## config.mk

```make
export PLATFORM = sky130hd
export DESIGN_NAME = ram_cmd_arbiter
export DESIGN_NICKNAME = d
export VERILOG_FILES = /design/src/rtl/ram_cmd_arbiter.sv
export SDC_FILE = /design/constraint.sdc
export NUM_CORES = 1
export LEC_CHECK = 0
export ABC_CLOCK_PERIOD_IN_PS = 4600
export BUFFER_PORTS_ARGS = -buffer_cell sky130_fd_sc_hd__buf_2
export CORE_ASPECT_RATIO = 1.5
export CORE_MARGIN = 1.5
export CORE_UTILIZATION = 50
export CTS_BUF_LIST = sky130_fd_sc_hd__clkbuf_8
export DETAILED_ROUTE_END_ITERATION = 7
export PLACE_DENSITY = 0.76
export SYNTH_ARGS = -nofsm -noshare
export SYNTH_HDL_FRONTEND = slang
export SYNTH_SLANG_ARGS = --single-unit
```

## constraint.sdc

```tcl
create_clock -name clk -period 4.6 [get_ports clk]
set_input_delay 0.69 -clock clk [delete_from_list [all_inputs] [get_ports clk]]
set_output_delay 0.69 -clock clk [all_outputs]
set_load 0.02 [all_outputs]
```

## src/rtl/ram_cmd_arbiter.sv

```systemverilog
// Purpose : arbitrates two requesters onto the single-port, command-word driven RAM
//           and returns exactly one response per accepted transaction.
// Latency : accept T -> rsp: write hit T+2, write miss T+3, read hit T+3, read miss T+4
//           (with RAM tx_valid one cycle after the read command).
// Backpressure: reqN_ready is a one-cycle accept strobe, only in IDLE; while a transaction
//           is in flight no request is accepted, and there is no preemption.
//
// Ports:
//   clk, rst_n                         clock, asynchronous active-low reset
//   reqN_valid/wr/addr/wdata           transaction request from requester N (N = 0, 1)
//   reqN_ready                         accept strobe back to requester N
//   rspN_valid/rdata/err               one-cycle response; rdata/err hold until the next response
//   ram_din, ram_rx_valid              10-bit command word and its strobe to the RAM
//   ram_dout, ram_tx_valid             read data returned by the RAM

module ram_cmd_arbiter #(
    parameter int ADDR_SIZE = 8,   // tied to 8 by the 10-bit RAM command word
    parameter int TIMEOUT   = 4    // WAIT cycles tolerated before a read errors out (>= 2)
) (
    input  logic                 clk,
    input  logic                 rst_n,

    input  logic                 req0_valid,
    input  logic                 req0_wr,
    input  logic [ADDR_SIZE-1:0] req0_addr,
    input  logic [7:0]           req0_wdata,
    output logic                 req0_ready,
    output logic                 rsp0_valid,
    output logic [7:0]           rsp0_rdata,
    output logic                 rsp0_err,

    input  logic                 req1_valid,
    input  logic                 req1_wr,
    input  logic [ADDR_SIZE-1:0] req1_addr,
    input  logic [7:0]           req1_wdata,
    output logic                 req1_ready,
    output logic                 rsp1_valid,
    output logic [7:0]           rsp1_rdata,
    output logic                 rsp1_err,

    output logic [9:0]           ram_din,
    output logic                 ram_rx_valid,
    input  logic [7:0]           ram_dout,
    input  logic                 ram_tx_valid
);

    localparam int              CNT_W    = $clog2(TIMEOUT);
    localparam logic [CNT_W-1:0] CNT_LAST = CNT_W'(TIMEOUT - 1);

    // RAM command opcodes (upper two bits of the command word)
    localparam logic [1:0] OP_SET_WADDR = 2'b00;
    localparam logic [1:0] OP_WRITE     = 2'b01;
    localparam logic [1:0] OP_SET_RADDR = 2'b10;
    localparam logic [1:0] OP_READ      = 2'b11;

    typedef enum logic [2:0] {
        S_IDLE,
        S_ADDR,
        S_DATA,
        S_WAIT,
        S_RESP
    } state_t;

    state_t               state_q, state_d;

    // Transaction context latched at accept
    logic                 gnt_q;      // 0 = requester 0 owns the current transaction
    logic                 ptr_q;      // requester favoured when both are valid
    logic                 wr_q;
    logic [ADDR_SIZE-1:0] addr_q;
    logic [7:0]           wdata_q;

    // Shadows of the RAM's internal address registers; lets a repeated
    // access to the same address skip the set-address command.
    logic                 wsh_vld_q;
    logic [ADDR_SIZE-1:0] wsh_addr_q;
    logic                 rsh_vld_q;
    logic [ADDR_SIZE-1:0] rsh_addr_q;

    logic [CNT_W-1:0]     cnt_q;

    // Per-requester response registers, held between responses
    logic [7:0]           rsp0_rdata_q, rsp1_rdata_q;
    logic                 rsp0_err_q,   rsp1_err_q;

    // ------------------------------------------------------------------
    // Grant selection (only meaningful in IDLE)
    // ------------------------------------------------------------------
    logic                 any_vld;
    logic                 accept;
    logic                 gnt_sel;
    logic                 sel_wr;
    logic [ADDR_SIZE-1:0] sel_addr;
    logic [7:0]           sel_wdata;
    logic                 hit;

    always_comb begin
        any_vld = req0_valid | req1_valid;
        accept  = (state_q == S_IDLE) && any_vld;

        if (req0_valid && req1_valid) begin
            gnt_sel = ptr_q;
        end else begin
            gnt_sel = req1_valid;
        end

        sel_wr    = gnt_sel ? req1_wr    : req0_wr;
        sel_addr  = gnt_sel ? req1_addr  : req0_addr;
        sel_wdata = gnt_sel ? req1_wdata : req0_wdata;

        // Writes consult the write-address shadow, reads the read-address shadow
        if (sel_wr) begin
            hit = wsh_vld_q && (wsh_addr_q == sel_addr);
        end else begin
            hit = rsh_vld_q && (rsh_addr_q == sel_addr);
        end
    end

    // ------------------------------------------------------------------
    // Result of the transaction, produced on the cycle that leads into RESP
    // ------------------------------------------------------------------
    logic       res_ld;
    logic [7:0] res_rdata;
    logic       res_err;

    always_comb begin
        res_ld    = 1'b0;
        res_rdata = 8'h00;
        res_err   = 1'b0;
        case (state_q)
            S_DATA: begin
                res_ld = wr_q;   // writes complete without RAM feedback
            end
            S_WAIT: begin
                if (ram_tx_valid) begin
                    res_ld    = 1'b1;
                    res_rdata = ram_dout;
                end else if (cnt_q == CNT_LAST) begin
                    res_ld  = 1'b1;
                    res_err = 1'b1;
                end
            end
            default: ;
        endcase
    end

    // ------------------------------------------------------------------
    // FSM: state register
    // ------------------------------------------------------------------
    always_ff @(posedge clk or negedge rst_n) begin
        if (!rst_n) begin
            state_q <= S_IDLE;
        end else begin
            state_q <= state_d;
        end
    end

    // ------------------------------------------------------------------
    // FSM: next state
    // ------------------------------------------------------------------
    always_comb begin
        state_d = state_q;
        case (state_q)
            S_IDLE: begin
                if (any_vld) begin
                    state_d = hit ? S_DATA : S_ADDR;
                end
            end
            S_ADDR: state_d = S_DATA;
            S_DATA: state_d = wr_q ? S_RESP : S_WAIT;
            S_WAIT: begin
                if (ram_tx_valid || (cnt_q == CNT_LAST)) begin
                    state_d = S_RESP;
                end
            end
            S_RESP: state_d = S_IDLE;
            default: state_d = S_IDLE;
        endcase
    end

    // ------------------------------------------------------------------
    // Transaction context, shadows and wait counter
    // ------------------------------------------------------------------
    always_ff @(posedge clk or negedge rst_n) begin
        if (!rst_n) begin
            gnt_q      <= 1'b0;
            ptr_q      <= 1'b0;
            wr_q       <= 1'b0;
            addr_q     <= '0;
            wdata_q    <= 8'h00;
            wsh_vld_q  <= 1'b0;
            wsh_addr_q <= '0;
            rsh_vld_q  <= 1'b0;
            rsh_addr_q <= '0;
            cnt_q      <= '0;
        end else begin
            case (state_q)
                S_IDLE: begin
                    if (any_vld) begin
                        gnt_q   <= gnt_sel;
                        ptr_q   <= ~gnt_sel;   // loser gets priority next time
                        wr_q    <= sel_wr;
                        addr_q  <= sel_addr;
                        wdata_q <= sel_wdata;
                    end
                end
                S_ADDR: begin
                    if (wr_q) begin
                        wsh_vld_q  <= 1'b1;
                        wsh_addr_q <= addr_q;
                    end else begin
                        rsh_vld_q  <= 1'b1;
                        rsh_addr_q <= addr_q;
                    end
                end
                S_DATA: begin
                    cnt_q <= '0;
                end
                S_WAIT: begin
                    // Counter saturates at the last value; the FSM leaves WAIT there
                    if (!ram_tx_valid && (cnt_q != CNT_LAST)) begin
                        cnt_q <= cnt_q + 1'b1;
                    end
                end
                default: ;
            endcase
        end
    end

    // ------------------------------------------------------------------
    // Response data registers, updated only for the owning requester
    // ------------------------------------------------------------------
    always_ff @(posedge clk or negedge rst_n) begin
        if (!rst_n) begin
            rsp0_rdata_q <= 8'h00;
            rsp0_err_q   <= 1'b0;
            rsp1_rdata_q <= 8'h00;
            rsp1_err_q   <= 1'b0;
        end else if (res_ld) begin
            if (gnt_q) begin
                rsp1_rdata_q <= res_rdata;
                rsp1_err_q   <= res_err;
            end else begin
                rsp0_rdata_q <= res_rdata;
                rsp0_err_q   <= res_err;
            end
        end
    end

    // ------------------------------------------------------------------
    // FSM: outputs
    // ------------------------------------------------------------------
    always_comb begin
        // ready is the only combinational path from inputs; it is forced low
        // while reset is asserted so every output reads 0 during reset.
        req0_ready   = accept && !gnt_sel && rst_n;
        req1_ready   = accept &&  gnt_sel && rst_n;
        ram_rx_valid = 1'b0;
        ram_din      = 10'h000;
        rsp0_valid   = 1'b0;
        rsp1_valid   = 1'b0;
        case (state_q)
            S_ADDR: begin
                ram_rx_valid = 1'b1;
                ram_din      = {(wr_q ? OP_SET_WADDR : OP_SET_RADDR), addr_q};
            end
            S_DATA: begin
                ram_rx_valid = 1'b1;
                ram_din      = wr_q ? {OP_WRITE, wdata_q} : {OP_READ, 8'h00};
            end
            S_RESP: begin
                rsp0_valid = !gnt_q;
                rsp1_valid =  gnt_q;
            end
            default: ;
        endcase
    end

    assign rsp0_rdata = rsp0_rdata_q;
    assign rsp0_err   = rsp0_err_q;
    assign rsp1_rdata = rsp1_rdata_q;
    assign rsp1_err   = rsp1_err_q;

endmodule

```

==> results.py <==
metrics = {
    "global_route": {
        "grt_max_degree": 37,
        "grt_pass1_wl_um": 11490,
        "grt_overflow": 0,
        "grt_pass1_vias": 2403,
        "antenna_found_initial": 0,
        "gr-usage-all-layers_pct": 23.18,
    },
    "detailed_routing": {
        "wl_per_cell_um": 16.69,
        "drt_iter0_drc": 121,
        "drc": 0,
        "final_antenna_net_count": 0,
        "drt_wl_total_um": 7293,
        "routed_via_density": 5.682,
        "vias": 2483,
        "dr.pass1.iters": 5,
    },
    "sta": {
        "rsz0062_at_grt": "false",
        "finClkSkew_ns": 0.008195,
        "tightest_slew_ns": 0.9389,
        "tns_ns": 0,
        "setup_slack_ns": 1.999,
        "fmax_ghz": 0.3845,
        "finalHoldViolCount": 0,
        "period_share_pct": 56.53,
        "slew_violations": 0,
        "relSlewSlack_pct": 37.28,
        "fin_crit_ns": 2.601,
        "setup_viol": 0,
    },
    "finish": {
        "drive_above_1_share_pct": 37.53,
        "antenna_cells": 0,
        "area_growth_pct": 21.12,
        "n_fill_cell": 481,
        "layout.nets": 409,
    },
    "die": {
        "io_pins": 80,
        "coreArea_um2": 5871,
        "die_h_um": 99.13,
        "initial_core_util_pct": 52.47,
        "die-width_um": 67.09,
        "dieArea_um2": 6651,
        "fp-row-count": 34,
    },
    "clocking": {
        "cts_sinks": 60,
        "path_clk_slew_ns": 0.07,
        "post_cts_buffers": 0,
        "cts_tree": "yes",
        "postCtsHoldBufs": 0,
        "clock_latency_ns": 0.34,
        "root_buffer": "clkbuf_8",
        "clock_path_buffers": 2,
        "htree_num_levels": 3,
        "cts_resized": 0,
        "cts_buffers": 9,
    },
    "critical_path": {
        "max_stage_delay_ns": 0.53,
        "path_buf_inv": 2,
        "crit_path_max_fanout": 12,
        "critPathKind": "reg2out",
        "endpoint_kind": "primary output",
        "arrival_ns": 1.91,
        "start_kind": "register",
        "crit_family": "flip-flops",
        "cp_slowest_cell": "dfrtp_1",
        "cp_cell_sequence": "nor3b_1 -> buf_4 -> a22o_1 -> buf_2",
        "cp.required_ns": 3.91,
    },
    "power": {
        "powerDensity_nw_per_um2": 633.7,
        "irDropWorstVdd_v": 0.0003452,
        "p_leak_nw": 1.886,
    },
    "run": {
        "cap_violations": 0,
    },
    "yosys": {
        "synth_nets": 327,
        "ys.flop_type": "dfrtp_1",
        "syn_inst": 279,
        "synth-edff-count": 0,
        "yosys.area.top_type_share_pct": 48.74,
        "synth.area.top_cells": "dfrtp_1 49%, mux2_2 11%, a221o_1 3.2%, o21ai_0 3.1%, mux2i_1 2.9%",
        "synth_area_leader_cell": "dfrtp_1",
        "async_flop_share_pct": 100.0,
        "synth_area_um2": 3080,
        "yosysUniqueCellTypes": 45,
        "synth_area_per_cell_um2": 11.04,
        "ys_ff_latch": 60,
        "yosys_warnings": 0,
        "yosysSeqAreaShare_pct": 48.74,
    },
    "worst_hold_path": {
        "hold_path.class": "in2async",
    },
    "placed_design": {
        "place_hpwl_um": 5356,
        "routabilityCongestion": 0.8846,
        "portBuffers": 79,
        "pre_cts_ws_ns": 2.074,
    },
    "outcome": {
        "status": "finished, final reports clean",
    },
}
-- cell usage after synthesis (2+ instances only) --
| library cell | instances |
|---|---|
| a211oi_1 | 3 |
| a21o_1 | 2 |
| a21oi_1 | 6 |
| a221o_1 | 10 |
| a22o_1 | 10 |
| and2_1 | 11 |
| and3_1 | 11 |
| buf_2 | 2 |
| clkbuf_1 | 8 |
| dfrtp_1 | 60 |
| inv_1 | 8 |
| mux2_2 | 30 |
| mux2i_1 | 9 |
| nand2_1 | 22 |
| nand2b_1 | 6 |
| nand3_1 | 3 |
| nor2_1 | 9 |
| nor2b_1 | 3 |
| nor4_1 | 2 |
| o21ai_0 | 19 |
| o221ai_1 | 3 |
| or2_2 | 5 |
| xnor2_1 | 9 |
| xor2_1 | 7 |
-- metal layers --
layer / track usage [%] / up-vias / wire length [um]
met5: 0 / - / 0
met4: 9.419 / 0 / 153
met3: 5.090 / 17 / 450
met2: 40.29 / 98 / 3767
met1: 27.02 / 1187 / 2921
li1: - / 1181 / -
-- power breakdown --
part | total (mW) | internal [mW] | leakage (nW) | switching, mW
combinational | 0.968 | 0.442 | 1.02 | 0.526
sequential | 0.937 | 0.737 | 0.767 | 0.200
clock | 0.459 | 0.259 | 0.0979 | 0.201
-- cell usage in the layout (no fill, tap or decap), types with 2 or more instances in the layout --
cell / n
nand2b_1: 6
a221o_1: 10
and2_1: 11
clkinv_2: 3
a21oi_1: 6
xnor2_1: 9
nand3_1: 3
o21ai_1: 2
a211oi_1: 3
nor2_1: 9
xor2_1: 7
and3_1: 11
a22o_1: 10
clkbuf_8: 10
nor4_1: 2
mux2_2: 30
dfrtp_1: 60
mux2i_1: 9
inv_1: 8
nand2_1: 22
o21ai_0: 18
a21o_1: 2
buf_4: 3
nor2b_1: 3
o221ai_1: 3
or2_2: 5
buf_2: 79
-- path summary, 6_finish.rpt --
path | start | slack, ns | depth (start not counted) | endpoint
max | state_q[0] | 2.00 | 4 | ram_din[2]
min | rst_n | 0.44 | 1 | rsp1_rdata[3]
max reg2reg | state_q[0] | 2.25 | 3 | rsh_addr_q[2]
min reg2reg | ptr_q | 0.49 | 2 | ptr_q
max in group asynchronous | rst_n | 3.29 | 2 | wdata_q[2]
min in group clk | ptr_q | 0.49 | 2 | ptr_q
-- layout make-up --
type / count / area (um^2) / area share, %
repair buffers: 82 / 417.9 / 11.20
flip-flops and latches: 60 / 1501 / 40.24
clock buffers: 10 / 137.6 / 3.689
clock inverters: 5 / 52.55 / 1.408
inverters: 8 / 30.03 / 0.8048
multi-input cells: 200 / 1501 / 40.24
well taps: 72 / 90.09 / 2.414
-- worst reg2reg max path, stage by stage, from the launching register on --
cell and delay, ns:
dfrtp_1 0.53, nor3b_1 0.47, nor2b_1 0.81, mux2_2 0.42
-- cell families (layout without fill, tap and decap cells) --
group	count (synthesis)	after routing	synth area share (%)
adder cells (fa/ha/maj)	1	1	0.4061
XOR/XNOR	16	16	4.549
flip-flops	60	60	48.74
multiplexers	39	39	13.89
buffers and inverters	19	105	2.518
AND/OR/NAND/NOR	82	82	14.74
AO/OA/AOI/OAI	62	62	15.15
-- sequential cells by signal, summed over array words and instances, names as in the netlist --
register / cells
addr_q: 8
rsh_addr_q: 8
rsp0_rdata: 8
rsp1_rdata: 8
wdata_q: 8
wsh_addr_q: 8
state_q: 3
cnt_q: 2
gnt_q: 1
ptr_q: 1
rsh_vld_q: 1
rsp0_err: 1
rsp1_err: 1
wr_q: 1
wsh_vld_q: 1
-- stage by stage --
stage | hold slack, ns | utilization (%) | cells | instance area, um^2 | total power [mW]
2_1_floorplan | 0.3944 | - | 279 | 3080 | 1.610
3_3_place_gp | 0.4730 | 60.32 | 422 | 3541 | 1.890
3_5_place_dp | 0.4803 | 60.32 | 422 | 3541 | 1.912
4_1_cts | 0.4599 | 63.55 | 437 | 3731 | 2.375
5_1_grt | 0.4943 | 63.55 | 437 | 3731 | 2.516
6_report | 0.4358 | 63.55 | 437 | 3731 | 2.364
No activity file was read; power rests on OpenSTA's default activity.
